--- config.mk ---
export PLATFORM = sky130hd
export DESIGN_NAME = result_tx_sequencer
export DESIGN_NICKNAME = d
export VERILOG_FILES = /design/src/rtl/result_tx_sequencer.sv
export SDC_FILE = /design/constraint.sdc
export NUM_CORES = 1
export LEC_CHECK = 0
export BUFFER_PORTS_ARGS = -buffer_cell sky130_fd_sc_hd__buf_2
export CORE_MARGIN = 5
export CORE_UTILIZATION = 50
export CTS_CLUSTER_SIZE = 8
export DETAILED_ROUTE_END_ITERATION = 6
export PLACE_DENSITY = 0.8
export SYNTH_ARGS = -nofsm -noshare
export SYNTH_HDL_FRONTEND = slang
export SYNTH_SLANG_ARGS = --single-unit
--- constraint.sdc ---
create_clock -name clk -period 2.3 [get_ports clk]
set_input_delay 0.345 -clock clk [delete_from_list [all_inputs] [get_ports clk]]
set_output_delay 0.345 -clock clk [all_outputs]
set_load 0.05 [all_outputs]
--- src/rtl/result_tx_sequencer.sv ---
// Result byte sequencer: on op_done, latches a 32-bit result and walks its
// four bytes out through a UART transmitter, one tx_start per byte, with an
// ack timeout on tx_busy, an optional inter-byte gap and sticky error flags.
// All outputs decode from registered state only.
module result_tx_sequencer #(
  parameter int MSB_FIRST   = 0,
  parameter int GAP_CYCLES  = 2,
  parameter int ACK_TIMEOUT = 1023
) (
  input  logic clk,
  input  logic reset,
  input  logic op_done,
  input  logic tx_busy,
  input  logic abort,
  input  logic clear_err,
  output logic register_result32,
  output logic send_b0,
  output logic send_b1,
  output logic send_b2,
  output logic send_b3,
  output logic tx_start,
  output logic seq_busy,
  output logic seq_done,
  output logic err_timeout,
  output logic err_overrun
);

  typedef enum logic [2:0] {
    S_IDLE, S_LATCH, S_SEND, S_WAIT_ACK, S_WAIT_DONE, S_GAP, S_DONE, S_ERROR
  } state_t;

  localparam logic [1:0]  IDX_FIRST = (MSB_FIRST != 0) ? 2'd3 : 2'd0;
  localparam logic [1:0]  IDX_LAST  = (MSB_FIRST != 0) ? 2'd0 : 2'd3;
  // Counters run from 0, so the last permitted count is limit-1.
  localparam logic [15:0] ACK_LIM   = 16'(ACK_TIMEOUT - 1);
  localparam logic [15:0] GAP_LIM   = 16'(GAP_CYCLES - 1);

  state_t      state_q, state_d;
  logic [1:0]  idx_q, idx_d;
  logic [15:0] ack_q, ack_d;
  logic [15:0] gap_q, gap_d;
  logic        eto_q, eto_d;
  logic        eov_q, eov_d;
  logic        in_frame;

  // State, byte index, counters and sticky flags; async reset drops everything.
  always_ff @(posedge clk or posedge reset) begin
    if (reset) begin
      state_q <= S_IDLE;
      idx_q   <= 2'd0;
      ack_q   <= '0;
      gap_q   <= '0;
      eto_q   <= 1'b0;
      eov_q   <= 1'b0;
    end else begin
      state_q <= state_d;
      idx_q   <= idx_d;
      ack_q   <= ack_d;
      gap_q   <= gap_d;
      eto_q   <= eto_d;
      eov_q   <= eov_d;
    end
  end

  assign in_frame = (state_q != S_IDLE) && (state_q != S_ERROR);

  // Next-state logic: frame walk, timeout, overrun detection and abort override.
  always_comb begin
    state_d = state_q;
    idx_d   = idx_q;
    ack_d   = ack_q;
    gap_d   = gap_q;
    eto_d   = eto_q;
    eov_d   = eov_q;

    // clear_err outside ERROR only touches the overrun flag; a fresh overrun
    // in the same cycle wins because it is the newer event.
    if (clear_err && state_q != S_ERROR) eov_d = 1'b0;
    if (op_done && in_frame)             eov_d = 1'b1;

    unique case (state_q)
      S_IDLE: begin
        if (op_done) begin
          state_d = S_LATCH;
          idx_d   = IDX_FIRST;
        end
      end
      S_LATCH: state_d = S_SEND;
      S_SEND: begin
        state_d = S_WAIT_ACK;
        ack_d   = '0;
      end
      S_WAIT_ACK: begin
        if (tx_busy) begin
          state_d = S_WAIT_DONE;
        end else if (ack_q == ACK_LIM) begin
          state_d = S_ERROR;
          eto_d   = 1'b1;
        end else begin
          ack_d = ack_q + 16'd1;
        end
      end
      S_WAIT_DONE: begin
        if (!tx_busy) begin
          if (idx_q == IDX_LAST) begin
            state_d = S_DONE;
          end else begin
            idx_d   = (MSB_FIRST != 0) ? idx_q - 2'd1 : idx_q + 2'd1;
            state_d = (GAP_CYCLES == 0) ? S_SEND : S_GAP;
          end
        end
      end
      S_GAP: begin
        if (gap_q == GAP_LIM) state_d = S_SEND;
        else                  gap_d   = gap_q + 16'd1;
      end
      S_DONE: state_d = S_IDLE;
      S_ERROR: begin
        if (clear_err) begin
          state_d = S_IDLE;
          eto_d   = 1'b0;
          eov_d   = 1'b0;
        end
      end
      default: state_d = S_IDLE;
    endcase

    // Abort beats every other transition, including a same-cycle timeout.
    if (abort && in_frame) begin
      state_d = S_IDLE;
      eto_d   = eto_q;
    end

    // Both counters restart on every state entry.
    if (state_d != state_q) begin
      ack_d = '0;
      gap_d = '0;
    end
  end

  // Moore output decode from registered state and byte index.
  always_comb begin
    logic sel_active;
    sel_active        = (state_q == S_SEND) || (state_q == S_WAIT_ACK) ||
                        (state_q == S_WAIT_DONE);
    register_result32 = (state_q == S_LATCH);
    tx_start          = (state_q == S_SEND);
    seq_done          = (state_q == S_DONE);
    seq_busy          = in_frame;
    send_b0           = sel_active && (idx_q == 2'd0);
    send_b1           = sel_active && (idx_q == 2'd1);
    send_b2           = sel_active && (idx_q == 2'd2);
    send_b3           = sel_active && (idx_q == 2'd3);
    err_timeout       = eto_q;
    err_overrun       = eov_q;
  end

endmodule

==> results.md, run 1 <==
- Status: complete, but fails checks
- Failing checks: setup timing
- H-tree levels: 2
- Cts bufs inserted: 5
- Post-Syn Area: 2670 µm²
- Avg WL per Cell: 17.0 µm
- GP Congestion: 0.840
- Clk_skew: 0.0122 ns
- Synth-to-Final Area Change: 25.1%
- Seq/Total Area, Yosys: 36.5%
- Final instance area: 3340 µm²
- DR vias: 2,587
- Worst IR drop on VDD: 561 µV
- Avg Inst Size Synth: 8.91 µm²
- Die area: 6910 µm²
- Total power: 2.82 mW
- Fin crit share: 104%
- Vias in the first global route: 2,453
- RSZ-0062 raised after global routing: true
- Rel. slew slack: 63.6%
- Post-route ant nets: 0
- Port Buf Inserts: 15
- CTS root buf: clkbuf_8
- Clock slew at reported path FFs: 0.08 ns
- CP Data Required Time: 2.48 ns
- Die Y: 83.1 µm
- Clk_lat worst skew: 0.29 ns
- Final #Nets: 359
- Area after DPL: 3040 µm²
- CP Capture Type: flip-flop
- Critical path type: flip-flop to flip-flop
- FMAX: 0.417 GHz
- Final HPWL DP: 4590 µm
- FFs w/ async S/R, synth: 100%
- Final Max Slew Viols: 0
- Largest fanout on the critical path: 6
- Layout cells sized above 1: 29.2%
- Global-route wire length before repair: 11,800 µm
- CORE AREA: 5140 µm²
- Total Routing Usage GR: 19.9%
- Yosys cell types: 53
- Final min period: 2.40 ns
- Max Cap Viol: 0
- Worst hold slack: 0.160 ns
- Starting DRT DRC Count: 324
- Hold-fix buffers, CTS: 0
- Clock sinks: 39
- # DRC: 0
- Initial Util: 52.0%
- Die Wd: 83.1 µm
- PwrDens: 842 nW/µm²
- Final worst-path setup slack: -0.0955 ns
- Largest net degree at the start of global routing: 40
- Total grt overflow: 0
- CTS Buffer Depth: 2
- Synth Flop Type: dfrtp_1
- Hold Crit Class: primary input to async pin
- Initial antenna violation count: 0
- CTS tree: done
- Drt first pass iters: 6
- Static Leak: 1.31 nW
- Final WL: 7060 µm
- Antenna cells: 0
- Final Hold Violating Endpoints: 0
- WP data arrival: 2.58 ns
- Post-synth EDFFs: 0
- Worst-Margin Slew: 0.543 ns
- Final Setup Violations: 23
- Ports: 16
- Net Count, Synth: 314
- Vias per std cell: 6.22
- Synth warn: 0
- Gate count of the mapped netlist: 300
- Nature of the critical path startpoint: flip-flop
- Post-synthesis register bit count: 39
- Row Count: 26
[layout by cell type, fill, tap and decap left out, types with 6 or more instances in the layout]
master / netlist / routed
nor2b_1: 6 / 6
nor2_1: 24 / 23
buf_6: 3 / 7
ha_1: 8 / 7
dfrtp_1: 39 / 37
buf_4: 3 / 34
clkbuf_8: 2 / 6
a21oi_1: 16 / 11
buf_2: 0 / 15
nand3_1: 13 / 13
xnor2_1: 13 / 13
nand2_1: 15 / 15
nand4_1: 6 / 6
nor3_1: 35 / 35
a2111oi_2: 3 / 6
inv_1: 10 / 10
[flip-flops by register name (all words and copies together) (netlist names)]
register and cells:
err_timeout 1, state_q 3, err_overrun 1, idx_q 2, gap_q 16, ack_q 16
[layout make-up]
class	instances	area, µm²
fill	405	1800
multi-input combinational	230	1650
sequential	39	978
timing repair buffer	59	474
tap	70	87.6
clock buffer	6	82.6
inverter	10	37.5
clock inverter	2	35.0
[power breakdown]
group	leakage (nW)	switching, mW	internal, mW
clock network	0.0612	0.251	0.351
logic	0.716	0.908	0.534
registers	0.538	0.0575	0.716
[per-layer routing]
metal | routed length, µm | vias up | GRT usage [%] | share of wire, %
met2 | 3470 | 114 | 31.9 | 49
met4 | 104 | 0 | 5.65 | 1.5
met1 | 3060 | 1244 | 27.5 | 43
met3 | 427 | 14 | 3.66 | 6.0
li1 | - | 1215 | - | -
met5 | 0 | - | 0 | 0
[cell families (layout without fill, tap and decap cells)]
group	count (synthesis)	in the layout	share of synthesized area (%)
buffers and inverters	31	77	6.36
XOR/XNOR	15	15	4.91
AO/OA/AOI/OAI	71	71	20.5
AND/OR/NAND/NOR	136	136	28.0
flip-flops	39	39	36.5
adder cells (fa/ha/maj)	8	8	3.74
[worst max-delay path, cell delays in order, from the launching register on]
cell and delay [ns]:
dfrtp_1 0.38, inv_1 0.06, ha_1 0.13, or4bb_4 0.47, or4_4 0.56, a21oi_4 0.17
buf_6 0.15, a21oi_1 0.06, a2111oi_2 0.31
[Yosys cell counts (2+ instances only)]
master	number	area [µm²]
or4bb_1	2	22.5
nor3b_1	3	22.5
a31oi_1	5	31.3
a2111oi_2	3	45.0
buf_6	3	33.8
and2_1	2	12.5
o21ai_0	7	35.0
a2111oi_0	7	61.3
xnor2_1	13	114
nand2b_1	3	18.8
a211oi_1	6	45.0
ha_1	8	100
nor2_1	24	90.1
nor4_1	5	31.3
clkbuf_8	2	27.5
nor3_1	35	175
clkbuf_1	12	45.0
a22o_1	3	26.3
buf_4	3	22.5
nand4_1	6	37.5
and3_2	2	15.0
nand2_1	15	56.3
dfrtp_1	39	976
o211ai_1	2	15.0
xor2_1	2	17.5
and4_1	3	26.3
and3_1	2	12.5
o31ai_1	5	37.5
a311oi_1	2	17.5
a221oi_1	2	17.5
nor2b_1	6	37.5
or2_2	3	18.8
a21oi_1	16	80.1
and3b_1	3	26.3
nand3b_1	2	15.0
a41oi_1	3	26.3
o21a_1	3	22.5
nand3_1	13	65.1
inv_1	10	37.5
a21o_1	2	15.0
[metrics by stage]
stage / setup slack (ns) / cells / setup TNS [ns] / utilization, %
after floorplan: -0.0539 / 300 / -0.179 / -
after global placement: -0.0966 / 402 / -2.04 / 59.1
after detailed placement: -0.274 / 402 / -3.90 / 59.1
after CTS: -0.0618 / 410 / -0.930 / 62.1
after global routing: -0.205 / 416 / -5.06 / 65.1
final: -0.0955 / 416 / -1.61 / 65.1
[final timing paths]
check / to / start / slack, ns / cells after the start
max: ack_q[3] / ack_q[0] / -0.1 / 8
min: ack_q[13] / reset / 0.16 / 3
max reg2reg: ack_q[3] / ack_q[0] / -0.1 / 8
min reg2reg: ack_q[15] / ack_q[15] / 0.49 / 1
max in group asynchronous: state_q[1] / reset / 1.76 / 3
min in group clk: err_overrun / op_done / 0.33 / 2
[repair_timing]
item / in CTS / in global routing
setup endpoints to repair: 32 / 32
cloned: 0 / 2
buffers inserted: 0 / 4
pin swaps: 9 / 3
gates resized for setup: 14 / 24
No activity file was read; power rests on OpenSTA's default activity.
==> inputs of run 2 (changes only) <==
--- a/config.mk
+++ b/config.mk
@@ -6,11 +6,13 @@
 export NUM_CORES = 1
 export LEC_CHECK = 0
 export BUFFER_PORTS_ARGS = -buffer_cell sky130_fd_sc_hd__buf_2
+export CELL_PAD_IN_SITES_DETAIL_PLACEMENT = 2
+export CELL_PAD_IN_SITES_GLOBAL_PLACEMENT = 2
 export CORE_MARGIN = 5
-export CORE_UTILIZATION = 50
+export CORE_UTILIZATION = 34
 export CTS_CLUSTER_SIZE = 8
 export DETAILED_ROUTE_END_ITERATION = 6
-export PLACE_DENSITY = 0.8
+export PLACE_DENSITY = 0.85
 export SYNTH_ARGS = -nofsm -noshare
 export SYNTH_HDL_FRONTEND = slang
 export SYNTH_SLANG_ARGS = --single-unit
==> run 2 against run 1 <==
Against the previous run: the flow still finishes with violations (setup timing); clock power shrank 7.1%; cell area decreased by 0.86%; non-clock buffer count shrank 6; first-iteration DRC count shrank 69%; setup slack got worse by 0.15 ns; clock skew down 0.0025 ns; highest routed layer unchanged; via count shrank 0.15%; sequential share of layout area is 0.18 points higher; largest power group unchanged.
==> results.md, run 2 (synthesized netlist as in run 1, its figures left out) <==
- CTS Buffer Depth: 2
- Largest net degree at the start of global routing: 40
- Final Setup Violations: 32
- DR vias: 2,583
- Rel. slew slack: 62.8%
- Initial antenna violation count: 0
- PwrDens: 855 nW/µm²
- Port Buf Inserts: 15
- Row Count: 32
- WP buf/inv: 3
- Vias in the first global route: 2,843
- CTS root buf: clkbuf_8
- Status: complete, but fails checks
- Final min period: 2.55 ns
- Final WL: 9680 µm
- FMAX: 0.392 GHz
- Global-route wire length before repair: 15,800 µm
- Post-route ant nets: 0
- Setup TNS: -5.35 ns
- CP Data Required Time: 2.49 ns
- Total power: 2.83 mW
- Most common cell after layout, fill and taps aside: dfrtp_1
- CP top delay family: simple AND/OR/NAND/NOR gates
- Antenna cells: 0
- Register-to-Register Setup Slack: -0.25 ns
- Static Leak: 1.29 nW
- Final #Nets: 353
- Crit Reg-Reg Startpoint: ack_q[0]
- Nature of the critical path startpoint: flip-flop
- Final HPWL DP: 6240 µm
- Die area: 9740 µm²
- Initial Util: 34.8%
- Clk_skew: 0.00970 ns
- Synth-to-Final Area Change: 24.0%
- Failing checks: setup timing
- CP dominant cell by count: buf_6
- Crit-path slowest cell: or4_4
- GP Congestion: 0.757
- Critical path type: flip-flop to flip-flop
- Critical path depth in cells: 9
- Cts bufs inserted: 5
- Worst Setup EP: ack_q[7]
- # DRC: 0
- Fin crit share: 111%
- CP peak stage delay: 0.57 ns
- Vias per std cell: 5.84
- Max Cap Viol: 0
- Final Hold Violating Endpoints: 0
- Layout cells sized above 1: 27.1%
- Clk_lat worst skew: 0.30 ns
- Hold Crit Class: primary input to async pin
- Largest fanout on the critical path: 4
- Total Routing Usage GR: 20.0%
- Die Y: 98.7 µm
- Worst-Margin Slew: 0.558 ns
- H-tree levels: 2
- Core Util, Final: 43.1%
- Clock slew at reported path FFs: 0.09 ns
- Final Max Slew Viols: 0
- Clock sinks: 39
- Largest registers: ack_q x16, gap_q x16, state_q x3
- Starting DRT DRC Count: 100
- Area after DPL: 3040 µm²
- Cells on worst reg2reg path: 9
- Most frequent cells in the layout: 39 x dfrtp_1, 35 x nor3_1, 29 x buf_4
- Drt first pass iters: 4
- CORE AREA: 7690 µm²
- Final worst-path setup slack: -0.249 ns
- Crit path launch: ack_q[0]
- Critical path, cell by cell: inv_2 > ha_1 > or4bb_4 > or4_4 > a21oi_4 > buf_6 > buf_6 > a21oi_1 > a2111oi_2
- CP Capture Type: flip-flop
- Ports: 16
- RSZ-0062 raised after global routing: true
- Fillcell total: 835
- Worst IR drop on VDD: 401 µV
- Final instance area: 3320 µm²
- Worst hold slack: 0.162 ns
- Total grt overflow: 0
- CTS tree: done
- Die Wd: 98.7 µm
- WP data arrival: 2.73 ns
- Avg WL per Cell: 21.9 µm
- R2r endpoint: ack_q[7]
[run 2: power breakdown]
part / internal (mW) / switching (mW) / leakage, nW / total [mW]
logic: 0.555 / 0.953 / 0.695 / 1.51
registers: 0.714 / 0.0526 / 0.541 / 0.767
clock network: 0.274 / 0.285 / 0.0505 / 0.559
total: 1.54 / 1.29 / 1.29 / 2.83
[run 2: how the worst min path moves through the flow]
| stage | slack (ns) | end | cells past startpoint |
|---|---|---|---|
| 6_report | 0.16 | gap_q[13] | 3 |
| 5_1_grt | 0.23 | gap_q[13] | 3 |
| 4_1_cts | 0.19 | gap_q[13] | 3 |
| 3_5_place_dp | 0.51 | err_overrun | 1 |
| 3_3_place_gp | 0.49 | err_overrun | 1 |
| 2_1_floorplan | 0.45 | ack_q[15] | 1 |
[run 2: through the flow]
step / cells / setup slack (ns)
after floorplan: 300 / -0.0539
after global routing: 442 / -0.351
final: 442 / -0.249
after CTS: 441 / -0.189
after global placement: 426 / -0.0953
after detailed placement: 426 / -0.278
[run 2: final cells by class]
| type | instances | area [µm²] | share of cell area (%) |
|---|---|---|---|
| multi-input cells | 230 | 1630 | 49.1 |
| flip-flops and latches | 39 | 976 | 29.4 |
| repair buffers | 53 | 442 | 13.3 |
| well taps | 102 | 128 | 3.85 |
| clock buffers | 7 | 96.3 | 2.91 |
| inverters | 10 | 37.5 | 1.13 |
| clock inverters | 1 | 7.51 | 0.226 |
[run 2: repair_timing]
| action | CTS | global route |
|---|---|---|
| gates cloned | 2 | 0 |
| endpoints found under the setup margin | 27 | 33 |
| pin swaps | 8 | 6 |
| hold buffers | 0 | 0 |
| resized for setup | 13 | 16 |
| setup buffers | 5 | 3 |
[run 2: metal layers]
metal	track usage, %	wire length, µm
met1	26.7	4310
met2	34.9	5150
met3	2.41	163
met4	4.10	62
met5	0	0
[run 2: worst min-delay path: stages]
cell	delay, ns
buf_2	0.09
inv_1	0.04
buf_4	0.45
